File: config.mk
export PLATFORM = sky130hd
export DESIGN_NAME = scalar_issue
export DESIGN_NICKNAME = d
export VERILOG_FILES = /design/src/rtl/datapath_pkg.sv /design/src/rtl/scalar_issue_slot.sv /design/src/rtl/scalar_issue.sv
export SDC_FILE = /design/constraint.sdc
export NUM_CORES = 1
export LEC_CHECK = 0
export CORE_AREA = 2 2 140 142
export DETAILED_ROUTE_END_ITERATION = 8
export DIE_AREA = 0 0 142 144
export GPL_ROUTABILITY_DRIVEN = 0
export GPL_TIMING_DRIVEN = 0
export PLACE_DENSITY = 0.76
export SYNTH_ARGS = -nofsm -noshare
export SYNTH_HDL_FRONTEND = slang
export SYNTH_SLANG_ARGS = --single-unit
export TNS_END_PERCENT = 5
File: constraint.sdc
create_clock -name CLK -period 2.7 [get_ports CLK]
set_input_delay 0.675 -clock CLK [delete_from_list [all_inputs] [get_ports CLK]]
set_output_delay 0.675 -clock CLK [all_outputs]
set_load 0.02 [all_outputs]
File: src/rtl/datapath_pkg.sv
// Shared scalar datapath types: fust_s row layout, FU indices, operand tags
// and the issue-slot state encoding.
package datapath_pkg;

  typedef struct packed {
    logic [6:0]  opcode;
    logic [4:0]  rd;
    logic [4:0]  rs1;
    logic [4:0]  rs2;
    logic [31:0] imm;
  } fust_s_row_t;

  typedef logic [1:0] tag_t;

  typedef enum logic [1:0] {
    FU_ALU = 2'd0,
    FU_SLS = 2'd1,
    FU_BR  = 2'd2
  } fu_scalar_t;

  localparam int NUM_FU = 3;

  typedef enum logic [1:0] {
    SLOT_IDLE,
    SLOT_WAIT,
    SLOT_ISSUE
  } slot_state_t;

  // Tag k names producer FU k-1; its writeback pulse turns the tag into "ready".
  function automatic tag_t wake_tag(input tag_t tag, input logic [2:0] wb);
    logic hit;
    unique case (tag)
      2'd1:    hit = wb[0];
      2'd2:    hit = wb[1];
      2'd3:    hit = wb[2];
      default: hit = 1'b0;
    endcase
    return hit ? 2'd0 : tag;
  endfunction

endpackage

File: src/rtl/scalar_issue_slot.sv
// One per-FU issue slot: captures a busy row, waits for operand writeback,
// then holds the op valid until the FU accepts it.
module scalar_issue_slot import datapath_pkg::*; (
  input  logic        CLK,
  input  logic        nRST,
  input  logic        busy_i,
  input  tag_t        t1_i,
  input  tag_t        t2_i,
  input  fust_s_row_t row_i,
  input  logic [2:0]  wb_done_i,
  input  logic        fu_ready_i,
  input  logic        kill_i,
  input  logic        gate_i,
  output logic        issue_valid_o,
  output fust_s_row_t row_o,
  output logic        clr_busy_o
);

  slot_state_t state_q;
  tag_t        t1_q, t2_q, t1_d, t2_d;
  fust_s_row_t row_q;
  logic        capture;
  logic        handshake;

  // A kill in IDLE skips capture: fust_s is dropping that row on the same flush.
  assign capture       = (state_q == SLOT_IDLE) && busy_i && !kill_i;
  assign issue_valid_o = (state_q == SLOT_ISSUE) && !kill_i;
  assign handshake     = issue_valid_o && fu_ready_i;
  assign clr_busy_o    = handshake;
  assign row_o         = row_q;

  always_comb begin
    t1_d = wake_tag(t1_q, wb_done_i);
    t2_d = wake_tag(t2_q, wb_done_i);
    if (capture) begin
      t1_d = wake_tag(t1_i, wb_done_i);
      t2_d = wake_tag(t2_i, wb_done_i);
    end
  end

  always_ff @(posedge CLK) begin
    if (!nRST) begin
      state_q <= SLOT_IDLE;
      t1_q    <= '0;
      t2_q    <= '0;
      row_q   <= '0;
    end else begin
      t1_q <= t1_d;
      t2_q <= t2_d;
      unique case (state_q)
        SLOT_IDLE: begin
          if (capture) begin
            row_q   <= row_i;
            state_q <= SLOT_WAIT;
          end
        end
        SLOT_WAIT: begin
          if (kill_i) begin
            state_q <= SLOT_IDLE;
          end else if (t1_q == 2'd0 && t2_q == 2'd0 && gate_i) begin
            state_q <= SLOT_ISSUE;
          end
        end
        SLOT_ISSUE: begin
          if (kill_i || handshake) begin
            state_q <= SLOT_IDLE;
          end
        end
        default: state_q <= SLOT_IDLE;
      endcase
    end
  end

endmodule

File: src/rtl/scalar_issue.sv
// Scalar issue stage: three issue slots plus branch-pending tracking that
// blocks SLS issue and flush gating of the speculative ALU/SLS slots.
module scalar_issue import datapath_pkg::*; (
  input  logic            CLK,
  input  logic            nRST,
  input  logic [2:0]      busy,
  input  logic [2:0][1:0] t1,
  input  logic [2:0][1:0] t2,
  input  fust_s_row_t     op_alu,
  input  fust_s_row_t     op_sls,
  input  fust_s_row_t     op_br,
  input  logic [2:0]      wb_done,
  input  logic [2:0]      fu_ready,
  input  logic            flush,
  input  logic            resolved,
  output logic [2:0]      issue_valid,
  output fust_s_row_t     issue_alu,
  output fust_s_row_t     issue_sls,
  output fust_s_row_t     issue_br,
  output logic [2:0]      clr_busy,
  output logic            br_pending
);

  logic br_pending_q, br_pending_d;
  logic validAlu, validSls, validBr;
  logic clrAlu, clrSls, clrBr;
  logic slsGate;

  // SLS may not leave WAIT behind an unresolved branch, including one issuing now.
  assign slsGate     = !br_pending_q && !clrBr;
  assign issue_valid = {validBr, validSls, validAlu};
  assign clr_busy    = {clrBr, clrSls, clrAlu};
  assign br_pending  = br_pending_q;

  always_comb begin
    br_pending_d = br_pending_q;
    if (clrBr) begin
      br_pending_d = 1'b1;
    end else if (flush || resolved) begin
      br_pending_d = 1'b0;
    end
  end

  always_ff @(posedge CLK) begin
    if (!nRST) begin
      br_pending_q <= 1'b0;
    end else begin
      br_pending_q <= br_pending_d;
    end
  end

  scalar_issue_slot u_slot_alu (
    .CLK(CLK), .nRST(nRST), .busy_i(busy[0]), .t1_i(t1[0]), .t2_i(t2[0]),
    .row_i(op_alu), .wb_done_i(wb_done), .fu_ready_i(fu_ready[0]),
    .kill_i(flush), .gate_i(1'b1),
    .issue_valid_o(validAlu), .row_o(issue_alu), .clr_busy_o(clrAlu)
  );

  scalar_issue_slot u_slot_sls (
    .CLK(CLK), .nRST(nRST), .busy_i(busy[1]), .t1_i(t1[1]), .t2_i(t2[1]),
    .row_i(op_sls), .wb_done_i(wb_done), .fu_ready_i(fu_ready[1]),
    .kill_i(flush), .gate_i(slsGate),
    .issue_valid_o(validSls), .row_o(issue_sls), .clr_busy_o(clrSls)
  );

  scalar_issue_slot u_slot_br (
    .CLK(CLK), .nRST(nRST), .busy_i(busy[2]), .t1_i(t1[2]), .t2_i(t2[2]),
    .row_i(op_br), .wb_done_i(wb_done), .fu_ready_i(fu_ready[2]),
    .kill_i(1'b0), .gate_i(1'b1),
    .issue_valid_o(validBr), .row_o(issue_br), .clr_busy_o(clrBr)
  );

endmodule

==> flow_summary.toml, run 1 <==
[run_status]
status = "finished, final reports clean"

[logic_synthesis]
synth_top_area_share_pct = 51.1
syn_nets = 1023
synth_top_area_cell = "dfxtp_1"
synthMuxAreaShare_pct = 3.39
yosys.area_share.simple_pct = 22.9
synth_area_sq_um = 7090
synth_seq_cells = 181
yosys.cell_types.count = 30
synth_xor_area_share_pct = 0
synth_top_family_by_area = "simple AND/OR/NAND/NOR gates"
ys_top_cells_by_area = "dfxtp_1, nand2_1, a21boi_0, a21boi_1, mux2i_1"
yosysWarnings = 0
synth_compound_area_share_pct = 17.9
syn_inst = 836
post_synth.cell_area_avg_sq_um = 8.48
synth_fa_ha_area_share_pct = 0
ys_seq_area_share_pct = 51.1

[sta]
setup_violations = 0
slew_violations = 0
final.setup_skew_ps = 15.9
fmax_ghz = 0.382
timing.final.crit_share_pct = 96.9
slew_headroom_pct = 55.0
finalHoldViolations = 0
hold_ws_ps = 452
min_period_ps = 2620
setup_ws_ps = 83.1
tightestPinTransition_ps = 675
rsz0062_at_grt = "no"

[min_path]
hold_path.class = "reg -> reg"
hold_start = "u_slot_sls.row_o[30]$_SDFFE_PN0P_"

[global_route]
overflow = 0
grt_max_degree = 17
grt_pass1_vias = 6717
grt_pass1_wl_microns = 34900
antenna_found_initial = 0
track_usage_pct = 21.8

[clock_tree]
clock_latency_ps = 420
ctsHoldBuffers = 0
htree_levels = 4
clock-sinks = 181
cts_buffers = 17
ctsRootBufferMaster = "clkbuf_16"
path_clk_slew_ps = 70
cts_buffer_depth = 2
cts_tree = "done"

[critical_path]
crit_slowest_cell = "clkdlybuf4s50_1"
cp_max_fo = 8
path_class = "in -> out"
cp.required_ps = 2030
cp_slowest_stage_delay_ps = 620
timing.rr.start = "u_slot_alu.state_q[0]$_SDFFE_PN0P_"
cp-start-kind = "primary input"
cp-end-kind = "output pin"
startpoint = "flush"
path_cells = "dlygate4sd2_1 > nor3_2 > buf_4 > clkdlybuf4s50_1"
arrival_ps = 1940

[power]
power_leakage_nw = 4.27
power_density_nw_per_um2 = 585
peakVddDrop_v = 0.000523

[route]
postRouteAntennaNets = 0
wl_per_cell_microns = 15.6
viasPerCell = 4.72
vias = 6883
dr.first_iter.drc_count = 166
routed_wl_microns = 22700
first_pass_iters = 4
drcViolationCount = 0

[cells_and_area]
regArea_sq_um = 3620
nNetsFinal = 1396
antennaDiodeCount = 0
fin_util_pct = 60.6
mostFrequentLayoutCells = "clkdlybuf4s50_1, nand2_1, dfxtp_1, a21boi_0, clkbuf_1"
layout_commonest_cell = "clkdlybuf4s50_1"
multi_input_area_sq_um = 3140
syn_to_final_growth_pct = 63.1
layout-drive-gt1-share_pct = 5.16
fill_cells = 1748

[job]
cap_viol_max_count = 0

[placed_design]
place.port_buffers = 354
place_ws_ps = -573
dp_hpwl_microns = 17400

[die]
die_w_microns = 142
initial_core_util_pct = 37.2
core_sq_um = 19100
ios = 356
die_area_sq_um = 20400
die_y_microns = 144
placementRows = 51
[cells in the mapped netlist]
master,n
buf_4,6
and3b_1,1
nand4_1,24
clkbuf_1,46
inv_1,3
a21oi_1,2
a31oi_1,1
o2111ai_1,1
or3b_2,1
nor4_1,4
mux2i_1,24
dfxtp_1,181
nor2b_1,5
nor3b_2,1
nand2_1,337
nor2_1,4
a22oi_1,1
or4b_1,3
and2_1,2
nor4b_2,2
a21boi_0,122
buf_6,3
o21a_1,1
buf_2,14
a21boi_1,40
nor4b_1,1
nor3_1,1
o21ba_2,1
nor3b_1,3
buf_1,1
[per-stage QoR]
stage	instances	power, mW	area [sq um]	TNS, ps
global placement	1428	4.13	10900	-1870
floorplan	836	3.46	7090	0
CTS	1459	6.85	11600	0
global route	1459	7.05	11600	0
detailed placement	1428	4.14	10900	-2080
finish	1459	6.77	11600	0
[per-layer routing]
| layer | vias up | routed length (microns) | GRT usage, % |
|---|---|---|---|
| met5 | - | 0 | 0 |
| li1 | 3487 | - | - |
| met3 | 19 | 1920 | 7.91 |
| met4 | 0 | 213 | 4.63 |
| met1 | 3144 | 9040 | 23.8 |
| met2 | 233 | 11500 | 40.3 |
[power breakdown]
part,total [mW],switching [mW],internal [mW]
Combinational,1.18,0.563,0.618
Clock,2.69,1.10,1.60
Sequential,2.89,0.0765,2.81
Total,6.77,1.74,5.03
[registers in the layout (all words and copies together) (netlist names)]
signal,count
u_slot_br.t1_q,2
u_slot_sls.row_o,54
u_slot_sls.t1_q,2
u_slot_br.t2_q,2
u_slot_sls.t2_q,2
u_slot_alu.t2_q,2
u_slot_br.state_q,2
u_slot_alu.t1_q,2
u_slot_sls.state_q,2
u_slot_alu.row_o,54
br_pending,1
u_slot_br.row_o,54
u_slot_alu.state_q,2
[what timing repair did]
item | 4_1_cts | 5_1_grt
buffers inserted | 0 | 0
pin swaps | 1 | 0
gates resized for setup | 7 | 1
endpoints found under the setup margin | 5 | 1
[layout make-up]
type	count	area share [%]
Buffer	70	2.81
Clock inverter	12	1.67
Inverter	3	0.0973
Multi-Input combinational cell	582	27.2
Sequential cell	181	31.3
Tap cell	238	2.57
Timing Repair Buffer	354	30.6
Clock buffer	19	3.83
[cell families after synthesis]
family / count (synthesis)
multiplexers: 24
buffers and inverters: 73
AO/OA/AOI/OAI: 169
flip-flops: 181
AND/OR/NAND/NOR: 389
[worst max-delay path: cells and delay by family]
| family | cells | cell delay, ps |
|---|---|---|
| buffers and inverters | 3 | 1100 |
| and+or+nand+nor | 1 | 170 |
[path summary, 6_finish.rpt]
check	to	slack, ps	depth (start not counted)
worst max register to register	u_slot_alu.row_o[32]$_SDFFE_PN0P_	910	5
worst min-delay path	u_slot_sls.row_o[30]$_SDFFE_PN0P_	450	2
worst max-delay path	issue_valid[0]	80	4
worst min register to register	u_slot_sls.row_o[30]$_SDFFE_PN0P_	450	2
(Power assumes the default switching activity.)
==> run 2, diff against run 1 <==
==> constraint.sdc (replaced) <==
create_clock -name CLK -period 3.36 [get_ports CLK]
set_input_delay 0.84 -clock CLK [delete_from_list [all_inputs] [get_ports CLK]]
set_output_delay 0.84 -clock CLK [all_outputs]
set_load 0.02 [all_outputs]
==> flow_summary.toml, run 2 (same netlist as run 1, synthesis figures left out) <==
[placed_design]
dp_hpwl_microns = 17400
place.port_buffers = 354
place_ws_ps = -243

[power]
switchingPower_mw = 1.39
peakVddDrop_v = 0.000421
pwr-share-seq_pct = 42.7
cell_internal_pwr_mw = 4.04
power_leakage_nw = 4.26
p_comb_share_pct = 17.5
p_sw_share_pct = 25.7
power_density_nw_per_um2 = 470
power.share.clock_pct = 39.8

[critical_path]
path_buf_inv = 3
cp.required_ps = 2520
r2r_setup_slack_ps = 1630
timing.rr.start = "u_slot_alu.state_q[0]$_SDFFE_PN0P_"
path_common_cell = "clkdlybuf4s50_1"
path_depth = 4
cp_max_fo = 4
crit_family = "buffers and inverters"
path_cells = "clkdlybuf4s50_1 > and3b_1 > buf_4 > clkdlybuf4s50_1"
cp-start-kind = "primary input"
path_class = "in -> out"
r2r-end = "u_slot_alu.row_o[32]$_SDFFE_PN0P_"
arrival_ps = 2390
cp-end-kind = "output pin"
endpoint = "clr_busy[2]"
cp_slowest_stage_delay_ps = 630
reg2regPathDepth = 5
crit_slowest_cell = "clkdlybuf4s50_1"
startpoint = "fu_ready[2]"

[sta]
tightestPinTransition_ps = 676
slew_headroom_pct = 55.0
rsz0062_at_grt = "no"
hold_ws_ps = 452
slew_violations = 0
setup_violations = 0
min_period_ps = 3230
setup_ws_ps = 129
timing.final.crit_share_pct = 96.2
final.setup_skew_ps = 15.3
finalHoldViolations = 0
fmax_ghz = 0.310

[die]
die_area_sq_um = 20400
ios = 356
core_sq_um = 19100
die_y_microns = 144
initial_core_util_pct = 37.2
die_w_microns = 142
placementRows = 51

[clock_tree]
path_clk_slew_ps = 70
htree_levels = 4
cts_tree = "done"
postCtsSetupRepairBufs = 0
cts_buffers = 17
cts_buffer_depth = 2
ctsRootBufferMaster = "clkbuf_16"
clock_latency_ps = 420
clock-sinks = 181

[global_route]
grt_max_degree = 17
track_usage_pct = 21.8
grt_pass1_wl_microns = 34900
antenna_found_initial = 0
grt_pass1_vias = 6717
overflow = 0

[min_path]
hold_path.class = "reg -> reg"

[route]
dr.first_iter.drc_count = 163
viasPerCell = 4.71
routed_wl_microns = 22700
postRouteAntennaNets = 0
drcViolationCount = 0
first_pass_iters = 4
vias = 6874
wl_per_cell_microns = 15.6

[cells_and_area]
mostFrequentLayoutCells = "clkdlybuf4s50_1, nand2_1, dfxtp_1, a21boi_0, clkbuf_1"
layout_commonest_cell = "clkdlybuf4s50_1"
nNetsFinal = 1396
multi_input_area_sq_um = 3140
regArea_sq_um = 3620
fill_cells = 1748
syn_to_final_growth_pct = 63.2
antennaDiodeCount = 0
layout-drive-gt1-share_pct = 4.83

[job]
cap_viol_max_count = 0

[run_status]
status = "finished, final reports clean"
-- run 2: worst min-delay path by stage --
stage / start / slack, ps / end / cells after the start
floorplan: u_slot_sls.t2_q[1]$_SDFFE_PN0P_ / 460 / u_slot_sls.t2_q[1]$_SDFFE_PN0P_ / 2
detailed placement: u_slot_sls.row_o[32]$_SDFFE_PN0P_ / 440 / u_slot_sls.row_o[32]$_SDFFE_PN0P_ / 2
CTS: u_slot_sls.row_o[46]$_SDFFE_PN0P_ / 450 / u_slot_sls.row_o[46]$_SDFFE_PN0P_ / 2
global route: u_slot_sls.row_o[30]$_SDFFE_PN0P_ / 470 / u_slot_sls.row_o[30]$_SDFFE_PN0P_ / 2
finish: u_slot_sls.row_o[30]$_SDFFE_PN0P_ / 450 / u_slot_sls.row_o[30]$_SDFFE_PN0P_ / 2
global placement: u_slot_sls.row_o[44]$_SDFFE_PN0P_ / 440 / u_slot_sls.row_o[44]$_SDFFE_PN0P_ / 2
-- run 2: routing by layer --
metal	vias to the layer above	global-route usage, %	part of all wire, %
li1	3487	-	-
met1	3131	23.8	40
met2	237	40.3	51
met3	19	7.91	8.6
met4	0	4.63	0.94
met5	-	0	0
-- run 2: power by group through the flow --
stage / combinational, mW / clock, mW / sequential (mW)
final: 0.949 / 2.16 / 2.32
after global routing: 1.03 / 2.31 / 2.34
after CTS: 0.961 / 2.22 / 2.32
after detailed placement: 0.957 / 0 / 2.37
after global placement: 0.951 / 0 / 2.37
after floorplan: 0.281 / 0 / 2.50
-- run 2: worst register-to-register path: cells and delay by family, from the launching register on --
kind	cells	cell delay [ps]
and+or+nand+nor	2	580
DFF	1	360
AOI/OAI and AO/OA	1	120
buffers and inverters	2	620
-- run 2: metrics by stage --
stage	power (mW)	instance area, sq um	util (%)	cells	setup TNS [ps]
2_1_floorplan	2.78	7090	-	836	0
3_3_place_gp	3.32	10900	57.3	1428	-379
3_5_place_dp	3.33	10900	57.3	1428	-450
4_1_cts	5.51	11600	60.7	1459	0
5_1_grt	5.67	11600	60.7	1459	0
6_report	5.43	11600	60.7	1459	0
-- run 2: timing repair --
action	4_1_cts	5_1_grt
endpoints found under the hold margin	0	0
resized for setup	2	0
setup endpoints to repair	3	0
hold buffers	0	0
-- run 2: area by class of cell --
type	count	share of cell area, %
repair buffers	354	30.6
inverters	3	0.0973
multi-input cells	582	27.1
clock buffers	19	3.83
flip-flops and latches	181	31.3
clock inverters	12	1.67
plain buffers	70	2.81
well taps	238	2.57
==> run 3, diff against run 2 <==
--- a/config.mk
+++ b/config.mk
@@ -5,12 +5,13 @@
 export SDC_FILE = /design/constraint.sdc
 export NUM_CORES = 1
 export LEC_CHECK = 0
-export CORE_AREA = 2 2 140 142
+export CAP_MARGIN = 10
+export CORE_AREA = 2 2 137 139
 export DETAILED_ROUTE_END_ITERATION = 8
-export DIE_AREA = 0 0 142 144
+export DIE_AREA = 0 0 139 141
 export GPL_ROUTABILITY_DRIVEN = 0
 export GPL_TIMING_DRIVEN = 0
-export PLACE_DENSITY = 0.76
+export PLACE_DENSITY = 0.79
 export SYNTH_ARGS = -nofsm -noshare
 export SYNTH_HDL_FRONTEND = slang
 export SYNTH_SLANG_ARGS = --single-unit
==> constraint.sdc (replaced) <==
create_clock -name CLK -period 3.6 [get_ports CLK]
set_input_delay 0.9 -clock CLK [delete_from_list [all_inputs] [get_ports CLK]]
set_output_delay 0.9 -clock CLK [all_outputs]
set_load 0.02 [all_outputs]
==> flow_summary.toml, run 3 (same netlist as run 1, synthesis figures left out) <==
[run_status]
status = "finished, final reports clean"

[placed_design]
place.port_buffers = 354
place_inst = 1424
dp_hpwl_microns = 17400

[route]
vias = 6940
first_pass_iters = 4
viasPerCell = 4.77
postRouteAntennaNets = 0
wl_per_cell_microns = 15.4
drcViolationCount = 0
routed_wl_microns = 22400
dr.first_iter.drc_count = 217

[clock_tree]
cts_buffer_depth = 2
cts_tree = "done"
cts_buffers = 17
clock-sinks = 181
clock_latency_ps = 430
htree_levels = 4
postCtsSetupRepairBufs = 0
path_clk_slew_ps = 70
ctsRootBufferMaster = "clkbuf_16"

[critical_path]
crit_family = "buffers and inverters"
path_common_cell = "clkdlybuf4s50_1"
timing.rr.start = "u_slot_alu.state_q[0]$_SDFFE_PN0P_"
path_class = "in -> out"
cp-start-kind = "primary input"
cp-end-kind = "output pin"
path_buf_inv = 3
cp_slowest_stage_delay_ps = 620
crit_slowest_cell = "clkdlybuf4s50_1"
cp.required_ps = 2700
arrival_ps = 2400
path_cells = "clkdlybuf4s50_1 > and3b_1 > buf_4 > clkdlybuf4s50_1"
cp_max_fo = 4
startpoint = "fu_ready[2]"

[min_path]
hold_start = "u_slot_sls.row_o[50]$_SDFFE_PN0P_"
hold_path.class = "reg -> reg"

[sta]
hold_ws_ps = 452
tightestPinTransition_ps = 683
slew_violations = 0
final.setup.tns_ps = 0
final.setup_skew_ps = 15.5
slew_headroom_pct = 54.4
min_period_ps = 3300
finalHoldViolations = 0
fmax_ghz = 0.303
timing.final.crit_share_pct = 91.8
setup_violations = 0
rsz0062_at_grt = "no"

[global_route]
grt_pass1_vias = 6642
track_usage_pct = 22.2
overflow = 0
grt_most_used_layer = "met2"
grt_max_degree = 17
grtUsageMet3_pct = 8.05
met2_usage_pct = 39.9
grt_pass1_wl_microns = 34800
grt_util_met1_pct = 25.1
antenna_found_initial = 0

[die]
initial_core_util_pct = 38.8
placementRows = 50
ios = 356
die_w_microns = 139
die_area_sq_um = 19600
die_y_microns = 141
core_sq_um = 18300

[power]
switchingPower_mw = 1.29
pwr-share-seq_pct = 44.1
power_leakage_nw = 4.25
p_sw_share_pct = 26.3
cell_internal_pwr_mw = 3.63
p_comb_share_pct = 18.0
peakVddDrop_v = 0.000309
power.share.clock_pct = 38.0
power_density_nw_per_um2 = 427
finalPower_mw = 4.92

[job]
cap_viol_max_count = 0

[cells_and_area]
nNetsFinal = 1396
syn_to_final_growth_pct = 62.5
fill_cells = 1614
mostFrequentLayoutCells = "clkdlybuf4s50_1, nand2_1, dfxtp_1, a21boi_0, clkbuf_1"
multi_input_area_sq_um = 3140
layout-drive-gt1-share_pct = 4.83
antennaDiodeCount = 0
regArea_sq_um = 3620
layoutNonFillerInstCount = 1456
fin_util_pct = 63.1
layout_commonest_cell = "clkdlybuf4s50_1"
## run 3: cell count changes in the layout (fill, tap and decap cells not counted), sizes merged
cell | before | now
clkbuf | 65 | 66
clkinv | 1 | 4
dlygate4sd2 | 1 | 0
bufinv | 4 | 2
inv | 8 | 7
dlymetal6s2s | 0 | 1
## run 3: layout make-up
class	instances	share of cell area, %
sequential	181	31.4
timing repair buffer	354	30.8
multi-input combinational	582	27.2
clock buffer	20	3.88
buffer	70	2.82
tap	234	2.54
clock inverter	12	1.25
inverter	3	0.0977
## run 3: power groups by stage
stage                     Combinational, mW  Clock, mW  Sequential (mW)
after global routing                  0.957       1.99             2.18
after floorplan                       0.263          0             2.33
final                                 0.884       1.87             2.17
after CTS                             0.895       1.90             2.17
after global placement                0.882          0             2.21
after detailed placement              0.890          0             2.21
## run 3: metal layers
| metal | vias up | share of wire (%) | wire length (microns) |
|---|---|---|---|
| li1 | 3496 | - | - |
| met1 | 3164 | 40 | 8990 |
| met2 | 258 | 50 | 11100 |
| met3 | 22 | 8.8 | 1980 |
| met4 | 0 | 1.4 | 308 |
| met5 | - | 0 | 0 |
## run 3: timing repair
action / 4_1_cts / 5_1_grt
hold buffers: 0 / 0
endpoints found under the setup margin: 2 / 2
pin swaps: 0 / 1
gates resized for setup: 1 / 1
cloned: 0 / 0
hold endpoints to repair: 0 / 0
## run 3: final timing paths
| kind | endpoint | slack (ps) | cells after the start |
|---|---|---|---|
| hold reg to reg | u_slot_sls.row_o[50]$_SDFFE_PN0P_ | 450 | 2 |
| setup / recovery | clr_busy[2] | 300 | 4 |
| setup reg to reg | u_slot_alu.row_o[33]$_SDFFE_PN0P_ | 1900 | 5 |
| hold / removal | u_slot_sls.row_o[50]$_SDFFE_PN0P_ | 450 | 2 |
## run 3: metrics by stage
stage | cell area, sq um | setup slack, ps
floorplan | 7090 | 1330
global placement | 10900 | -97.6
detailed placement | 10900 | -113
CTS | 11500 | 9.23
global route | 11500 | 228
finish | 11500 | 295
## run 3: worst reg2reg max path, stage by stage, from the launching register on
cell      delay (ps)
dfxtp_1          360
nor4b_2          460
buf_2            340
buf_2            270
nand2_1           80
a21boi_1         130
